--- config.mk ---
export PLATFORM = sky130hd
export DESIGN_NAME = mem_arbiter
export DESIGN_NICKNAME = d
export VERILOG_FILES = /design/src/rtl/mem_arbiter.sv
export SDC_FILE = /design/constraint.sdc
export NUM_CORES = 1
export LEC_CHECK = 0
export ABC_AREA = 0
export CAP_MARGIN = 20
export CORE_MARGIN = 1
export CORE_UTILIZATION = 49
export CTS_CLUSTER_DIAMETER = 150
export DETAILED_ROUTE_END_ITERATION = 6
export HOLD_SLACK_MARGIN = 0.15
export PLACE_DENSITY = 0.87
export SLEW_MARGIN = 40
export SYNTH_ARGS = -nofsm -noshare
export SYNTH_HDL_FRONTEND = slang
export SYNTH_SLANG_ARGS = --single-unit
export TNS_END_PERCENT = 20
--- constraint.sdc ---
create_clock -name clk -period 10 [get_ports clk]
set_clock_uncertainty 0.05 [all_clocks]
set_input_delay 1 -clock clk [delete_from_list [all_inputs] [get_ports clk]]
set_output_delay 1 -clock clk [all_outputs]
set_load 0.01 [all_outputs]
--- src/rtl/mem_arbiter.sv ---
// mem_arbiter
//   Arbitrates two requesters (fetch "f_*" and memory-stage "m_*") onto a
//   single downstream memory port. Each requester has a one-entry request
//   slot. A four-state FSM picks a full slot, issues one downstream request
//   pulse, waits for the response and returns it to the owning requester.
//   When both slots are full, grants alternate between them (round-robin).
//   A watchdog raises a sticky flag if a response takes too long.
//
// Ports
//   clk, rst                         clock, asynchronous active-high reset
//   f_req_valid/mode/addr/wdata/wstrb  fetch request (mode 0 = read, 1 = write)
//   f_req_ready                      fetch slot empty (registered)
//   f_resp_valid, f_resp_data        one-cycle fetch response pulse and data
//   m_*                              same set for the memory-stage requester
//   d_req_enable                     one-cycle downstream request pulse
//   d_req_mode/addr/wdata/wstrb      downstream request fields, held until response
//   d_resp_enable, d_resp_data       downstream response pulse and read data
//   timeout_err                      sticky watchdog flag
module mem_arbiter #(
   parameter int TIMEOUT = 1023
) (
   input  logic        clk,
   input  logic        rst,
   input  logic        f_req_valid,
   input  logic        f_req_mode,
   input  logic [31:0] f_req_addr,
   input  logic [31:0] f_req_wdata,
   input  logic [3:0]  f_req_wstrb,
   output logic        f_req_ready,
   output logic        f_resp_valid,
   output logic [31:0] f_resp_data,
   input  logic        m_req_valid,
   input  logic        m_req_mode,
   input  logic [31:0] m_req_addr,
   input  logic [31:0] m_req_wdata,
   input  logic [3:0]  m_req_wstrb,
   output logic        m_req_ready,
   output logic        m_resp_valid,
   output logic [31:0] m_resp_data,
   output logic        d_req_enable,
   output logic        d_req_mode,
   output logic [31:0] d_req_addr,
   output logic [31:0] d_req_wdata,
   output logic [3:0]  d_req_wstrb,
   input  logic        d_resp_enable,
   input  logic [31:0] d_resp_data,
   output logic        timeout_err
);

   typedef enum logic [1:0] {IDLE, ISSUE, WAIT_RESP, RESPOND} state_t;

   localparam logic GNT_F = 1'b0;
   localparam logic GNT_M = 1'b1;
   localparam logic [16:0] TIMEOUT_W = 17'(TIMEOUT);

   state_t      state;
   state_t      state_nxt;

   // request slots
   logic        f_full;
   logic        f_mode;
   logic [31:0] f_addr;
   logic [31:0] f_wdata;
   logic [3:0]  f_wstrb;
   logic        m_full;
   logic        m_mode;
   logic [31:0] m_addr;
   logic [31:0] m_wdata;
   logic [3:0]  m_wstrb;

   // grant doubles as "last granted" for round-robin tie breaking
   logic        grant;
   logic        sel;
   logic        f_hs;
   logic        m_hs;
   logic        start;
   logic        resp_hit;

   logic [15:0] wd_cnt;
   logic [16:0] wd_inc;

   assign f_hs     = f_req_valid & ~f_full;
   assign m_hs     = m_req_valid & ~m_full;
   assign start    = (state == IDLE) & (f_full | m_full);
   assign resp_hit = (state == WAIT_RESP) & d_resp_enable;
   assign wd_inc   = {1'b0, wd_cnt} + 17'd1;

   // Only one full slot wins outright; on a tie the slot not granted last wins.
   always_comb begin
      if (f_full && !m_full)
         sel = GNT_F;
      else if (m_full && !f_full)
         sel = GNT_M;
      else
         sel = (grant == GNT_M) ? GNT_F : GNT_M;
   end

   // FSM state register
   always_ff @(posedge clk or posedge rst) begin
      if (rst)
         state <= IDLE;
      else
         state <= state_nxt;
   end

   // FSM next-state logic
   always_comb begin
      state_nxt = state;
      case (state)
         IDLE:      if (f_full || m_full) state_nxt = ISSUE;
         ISSUE:     state_nxt = WAIT_RESP;
         WAIT_RESP: if (d_resp_enable) state_nxt = RESPOND;
         RESPOND:   state_nxt = IDLE;
         default:   state_nxt = IDLE;
      endcase
   end

   // FSM outputs
   always_comb begin
      d_req_enable = (state == ISSUE);
      f_resp_valid = (state == RESPOND) && (grant == GNT_F);
      m_resp_valid = (state == RESPOND) && (grant == GNT_M);
      f_req_ready  = ~f_full;
      m_req_ready  = ~m_full;
   end

   // Slots, grant, downstream fields, response data and watchdog
   always_ff @(posedge clk or posedge rst) begin
      if (rst) begin
         f_full      <= 1'b0;
         f_mode      <= 1'b0;
         f_addr      <= '0;
         f_wdata     <= '0;
         f_wstrb     <= '0;
         m_full      <= 1'b0;
         m_mode      <= 1'b0;
         m_addr      <= '0;
         m_wdata     <= '0;
         m_wstrb     <= '0;
         grant       <= GNT_M;
         d_req_mode  <= 1'b0;
         d_req_addr  <= '0;
         d_req_wdata <= '0;
         d_req_wstrb <= '0;
         f_resp_data <= '0;
         m_resp_data <= '0;
         wd_cnt      <= '0;
         timeout_err <= 1'b0;
      end else begin
         // A slot is only cleared while granted (hence full), so clear and
         // capture never coincide for the same slot.
         if (resp_hit && grant == GNT_F) begin
            f_full <= 1'b0;
         end else if (f_hs) begin
            f_full  <= 1'b1;
            f_mode  <= f_req_mode;
            f_addr  <= f_req_addr;
            f_wdata <= f_req_wdata;
            f_wstrb <= f_req_wstrb;
         end

         if (resp_hit && grant == GNT_M) begin
            m_full <= 1'b0;
         end else if (m_hs) begin
            m_full  <= 1'b1;
            m_mode  <= m_req_mode;
            m_addr  <= m_req_addr;
            m_wdata <= m_req_wdata;
            m_wstrb <= m_req_wstrb;
         end

         // Downstream fields load only on a grant, so they stay frozen
         // through ISSUE and WAIT_RESP.
         if (start) begin
            grant <= sel;
            if (sel == GNT_F) begin
               d_req_mode  <= f_mode;
               d_req_addr  <= f_addr;
               d_req_wdata <= f_wdata;
               d_req_wstrb <= f_wstrb;
            end else begin
               d_req_mode  <= m_mode;
               d_req_addr  <= m_addr;
               d_req_wdata <= m_wdata;
               d_req_wstrb <= m_wstrb;
            end
         end

         if (resp_hit) begin
            if (grant == GNT_F)
               f_resp_data <= d_resp_data;
            else
               m_resp_data <= d_resp_data;
         end

         // Counter is zeroed on the way into WAIT_RESP, then counts
         // WAIT_RESP cycles; the flag rises on the edge it reaches TIMEOUT.
         if (state == ISSUE) begin
            wd_cnt <= '0;
         end else if (state == WAIT_RESP) begin
            if (wd_cnt != 16'hFFFF)
               wd_cnt <= wd_inc[15:0];
            if (wd_inc >= TIMEOUT_W)
               timeout_err <= 1'b1;
         end
      end
   end

endmodule
# After elaboration in Yosys (flattened, before gate mapping)

Index checks and enable logic that the tools add are counted.

Register bits: 293
Bits in latches: 0
RAM bits: 0
Memory bits (read-only): 0
Output and inout bits: 139
Logic and storage cells: 77
Memories: 0

Add/subtract/negate cells: 1
Multiply operators: 0
Divide/modulo/power cells: 0
Magnitude comparators: 1
Eq/ne operators: 6
Shift operators: 0
Muxes and demuxes: 17
Bitwise logic cells: 11
Reduce and logical (&&, ||, !) cells: 21

Operators with widths:

| kind                                                                    | count |
|---|---|
| 32-bit 2-to-1 mux                                                       | 2 |
| 16-bit 2-to-1 mux                                                       | 3 |
| 16-bit by 1-bit adder with 17-bit output, second input constant         | 1 |
| 17-bit by 10-bit >= comparator with 1-bit output, second input constant | 1 |
| 16-bit inequality test, second input constant                           | 1 |
| 2-bit AND reduction                                                     | 6 |
| 1-bit 2-to-1 mux                                                        | 8 |
| 2-bit one-hot mux with 4 select lines                                   | 1 |
| 2-bit nonzero test                                                      | 4 |
| 1-bit logical AND                                                       | 6 |
| 1-bit inverter                                                          | 6 |
| 1-bit bitwise AND                                                       | 4 |
| 2-bit equality test, second input constant                              | 2 |
| 2-bit 2-to-1 mux                                                        | 2 |
| 4-bit 2-to-1 mux                                                        | 1 |
| 3-bit AND reduction                                                     | 1 |
| 2-bit by 1-bit equality test with 1-bit output, second input constant   | 1 |
| 1-bit zero test                                                         | 2 |
| 2-bit zero test                                                         | 1 |
| 2-bit by 1-bit inequality test with 1-bit output, second input constant | 1 |
| 2-bit inequality test, second input constant                            | 1 |
| 1-bit logical OR                                                        | 1 |
| 1-bit OR                                                                | 1 |

# Longest topological paths before layout

Depth after elaboration: 5
Depth in mapped cells: 8
Mapped depth without buffers: 6

# Least setup slack after synthesis

OpenSTA, ideal clock, no wires.

Path type: in2reg
Start: input port d_resp_enable
End: register m_addr[0]
Data arrival time: 2.298 ns
Required time: 9.825 ns
Path slack: 7.528 ns
Cell stages on the path: 6
Path buffers: 3
Path through: nand3_1 -> and3_1 -> clkbuf_1 -> buf_2 -> buf_2 -> mux2_2

Longest elaborated chain between the ends: 4

RTL lines:

| element                       | RTL line | text |
|---|---|---|
| start, declared               | 45       | `input logic d_resp_enable,` |
| 1-bit bitwise AND             | 85       | `assign resp_hit = (state == WAIT_RESP) & d_resp_enable;` |
| 1-bit logical AND             | 162      | `if (resp_hit && grant == GNT_M) begin` |
| 1-bit inverter (no line)      | n/a      |  |
| 2-bit AND reduction (no line) | n/a      |  |
| end signal, assigned          | 167      | `m_addr <= m_req_addr;` |
| end, declared                 | 67       | `logic [31:0] m_addr;` |

Every way passes these cells.
A chain may end at the register's enable or synchronous reset.

# Final worst setup path

Start: register state[1]
End: output port d_req_enable

Longest elaborated chain between the ends: 1

RTL lines:

| element                                        | RTL line | text |
|---|---|---|
| start, declared                                | 56       | `state_t state;` |
| start signal, assigned                         | 103      | `state <= state_nxt;` |
| 2-bit by 1-bit equality test with 1-bit output | 120      | `d_req_enable = (state == ISSUE);` |
| end, declared                                  | 40       | `output logic d_req_enable,` |

Every way passes these cells.

==> results by stage <==
STA:
- After routing, the total negative slack on setup checks comes to 0 ps.
- The final max-slew violation count is 0.
- The worst max-slew margin expressed relative to the limit is between 50% and 60%.
- Setup violations remaining at the end of the flow were counted as 0.
- After layout, the worst path uses between 30% and 40% of the clock period.
- The number of endpoints with negative hold slack in the final report is 0.
- The smallest clock period supported by the final layout is computed as 3300 ps.
- Setup repair after global routing left no endpoint under its margin.
- At the pin with the least slew margin, the transition time is around 730 ps.
- Based on the critical path, the design can be clocked at up to between 0.3 and 0.4 GHz.

Layout:
- Counting the fill cells in the layout gives about 1,700.
- The diode insertion count for antenna repair is 0.
- Summing all multi-input logic gate instances after layout gives 0.00453 mm2.
- Relative to the synthesized area, the layout overhead comes to 37.8%.
- The end-of-flow core utilization is between 60% and 70%.
- The fraction of layout cells with a size suffix above 1 is a little under a quarter.
- The sequential cells in the finished layout cover a total of 0.00733 mm2.
- For this run, the post-layout net count is between 1,000 and 1,500.

CTS:
- The clock passes through at most 3 buffers.
- The count of buffers added by post-CTS timing repair for setup is 0.
- Clock latency on the worst-skew pair, taken at its later pin, is 540 ps.
- The TritonCTS clock tree is built.
- In this run the clock root is driven by a sky130_fd_sc_hd__clkbuf_16.
- The CTS sink count is approximately 290.
- The number of hold buffers added after CTS was 0.
- Clock tree synthesis inserted a total of 30 buffers.
- The number of levels the H-tree was split into is 1.
- In this run, post-CTS repair resized a total of 0 instances.
- The CTS clock-pin slew for the worst setup and hold paths is around 60 ps.

Power and ir drop:
- The worst-case IR drop observed on VDD is around 0.00023 V.
- The share of total power in sequential cells is about two fifths.
- The part of the power in the clock network is a little over a fifth.
- In this run the static leakage power is around 7.3 nW.
- In this run switching power makes up around 32% of total power.
- The proportion of power drawn by combinational gates is 40.0%.
- In this run the power spent charging and discharging nets is 1.74 mW.
- The internal power of the cells is around 3.7 mW.
- The areal power density over the cells is about 330 mW/mm2.

Setup path:
- The required time at the endpoint of the critical path is slightly below 9000 ps.
- The biggest fanout along the worst timing path is 18.
- The arrival time of data at the critical path endpoint is ~2300 ps.
- The capturing element type of the critical path is a primary output.
- The launching element type of the critical path is a flop.
- The critical path class is flop to primary output.

Global routing:
- The global route total overflow is 0.
- The total routing resource utilization after global routing is a little under a quarter.
- The initial antenna violation count is 0.
- The maximum number of pins on one net before global-route repair is about 140.
- The first global-routing pass estimated about 46 mm of wire.
- The number of global-route vias before repair came to roughly 8,700.

Drt:
- The count of nets left with antenna violations after detail routing is 0.
- After detailed routing, the average wire length per cell comes to approximately 19 um.
- After the first detailed-routing iteration, the DRC count stood at a little under 400.
- The DRC violations left is 0.
- The detail-routed via count per cell is between 5 and 6.
- The detailed router placed about 8,100 vias in this run.
- The detailed-router iteration count before antenna repair is 4.
- Wires add up to ~29 mm.

Floorplan:
- The I/O pin count is ~310.
- The die is around 160 um wide.
- The die span in y is ~160 um.
- The core area is 0.0242 mm2.
- For this configuration, the core starts out at a cell density of ~50%.
- Row generation in the floorplan step produced 57 rows.
- The die covers roughly 0.025 mm2.

Flow run:
- Max-cap violations in this run came to 0.

Synth:
- The share of the synthesized area in the top cell type is between 60% and 70%.
- The number of synthesized flops with an enable pin is 0.
- The predominant post-synthesis flop cell is sky130_fd_sc_hd__dfrtp_1.
- By area the synthesized netlist is led by sky130_fd_sc_hd__dfrtp_1 60%, sky130_fd_sc_hd__mux2_2 19%, sky130_fd_sc_hd__mux2i_1 6.2%.
- After technology mapping, the gate count stands at roughly 900.
- The synthesized area per cell is around 13 um2.
- The number of synthesized register bits is about 290.
- The number of nets produced by synthesis is between 1,000 and 1,500.
- By count the netlist is led by 292 x sky130_fd_sc_hd__dfrtp_1, 202 x sky130_fd_sc_hd__mux2_2, 91 x sky130_fd_sc_hd__nand2_1.
- During synthesis, Yosys emitted a total of 0 warnings.
- The most numerous cell in the Yosys netlist is sky130_fd_sc_hd__dfrtp_1.
- The post-synthesis cell type count is between 40 and 50.
- The cell area after technology mapping is ~0.012 mm2.
- Summing the sequential cell areas from Yosys gives around three fifths of the chip area.
- The cell accounting for the most synthesized area is sky130_fd_sc_hd__dfrtp_1.
- The fraction of registers with async set/reset is 100%.

Placement:
- The global placement routability congestion is between 0.8 and 0.9.
- In this run the tool buffered the top-level ports with ~310 buffer cells.
- The HPWL after detailed placement is around 20 mm.

Run status:
- The flow ran to the end, and the final reports show no timing, DRC or antenna violations.

Worst hold path:
- The path class of the lowest-slack min-delay path is flop to flop.
[flip-flops by register name, indices dropped and copies added, names as in the netlist]
name         flops
wd_cnt          16
d_req_wstrb      4
m_wdata         32
f_wstrb          4
timeout_err      1
d_req_addr      32
f_addr          32
m_addr          32
f_resp_data     32
m_resp_data     32
f_full           1
d_req_mode       1
m_full           1
d_req_wdata     32
f_wdata         32
grant            1
f_mode           1
m_mode           1
state            2
m_wstrb          4
[power groups by stage]
| stage | Combinational (mW) | Sequential, mW | Clock, mW |
|---|---|---|---|
| global route | 2.35 | 2.17 | 1.25 |
| finish | 2.18 | 2.09 | 1.18 |
| detailed placement | 2.19 | 2.11 | 0 |
| global placement | 2.08 | 2.07 | 0 |
| floorplan | 1.19 | 2.14 | 0 |
| CTS | 2.21 | 2.09 | 1.20 |
[per-layer routing]
metal / vias to the layer above / share of wire (%) / GRT usage (%)
met2: 235 / 50 / 39.4
met4: 0 / 3.1 / 7.91
li1: 3778 / - / -
met3: 57 / 6.1 / 5.37
met1: 4075 / 41 / 28.4
met5: - / 0 / 0
[final timing paths]
| kind | from | slack [ps] | endpoint | depth (start not counted) |
|---|---|---|---|---|
| max | state[1] | 6700 | d_req_enable | 3 |
| min in group asynchronous | rst | 1000 | m_wstrb[3] | 2 |
| max reg2reg | m_full | 7530 | d_req_addr[30] | 6 |
| min | d_req_wdata[21] | 430 | d_req_wdata[21] | 2 |
| min reg2reg | d_req_wdata[21] | 430 | d_req_wdata[21] | 2 |
| max in group asynchronous | rst | 7710 | f_full | 3 |
[layout by cell type (no fill, tap or decap), drive strengths merged, types with 8 or more instances in the layout]
| cell type | count |
|---|---|
| clkbuf | 44 |
| dfrtp | 292 |
| clkdlybuf4s50 | 313 |
| nand3 | 10 |
| nand2 | 91 |
| mux2 | 202 |
| mux2i | 75 |
| a21oi | 16 |
| inv | 8 |
| nor3 | 8 |
| buf | 13 |
| o21ai | 84 |
[final cells by class]
cell class	count	share of cell area, %
Timing Repair Buffer	326	19.9
Sequential cell	293	43.9
Inverter	8	0.255
Tap cell	324	2.43
Clock inverter	10	0.930
Clock buffer	44	5.42
Multi-Input combinational cell	549	27.1
[through the flow]
step	setup WS (ps)	cell area (um2)	cells	power, mW	hold slack [ps]
after global routing	6600	16700	1554	5.77	456
after floorplan	861	12100	906	3.33	411
after detailed placement	6920	15600	1500	4.30	419
final	6700	16700	1554	5.45	429
after global placement	6650	15500	1493	4.16	410
after CTS	6650	16700	1554	5.50	434
[cell families after synthesis]
logic type                 after synthesis  share of synthesized area, %
DFF                                    293                          60.6
AOI/OAI and AO/OA                      119                          5.45
and+or+nand+nor                        143                          5.78
buffers and inverters                   64                          2.30
muxes                                  277                          25.0
xor gates and xnor gates                 4                         0.289
adders and majority gates                6                         0.620
[critical path, stage by stage, from the launching register on]
cell and delay (ps):
sky130_fd_sc_hd__dfrtp_1 400, sky130_fd_sc_hd__inv_1 100, sky130_fd_sc_hd__ha_1 540, sky130_fd_sc_hd__clkdlybuf4s50_1 660
Power figures use the tool's default switching activity.
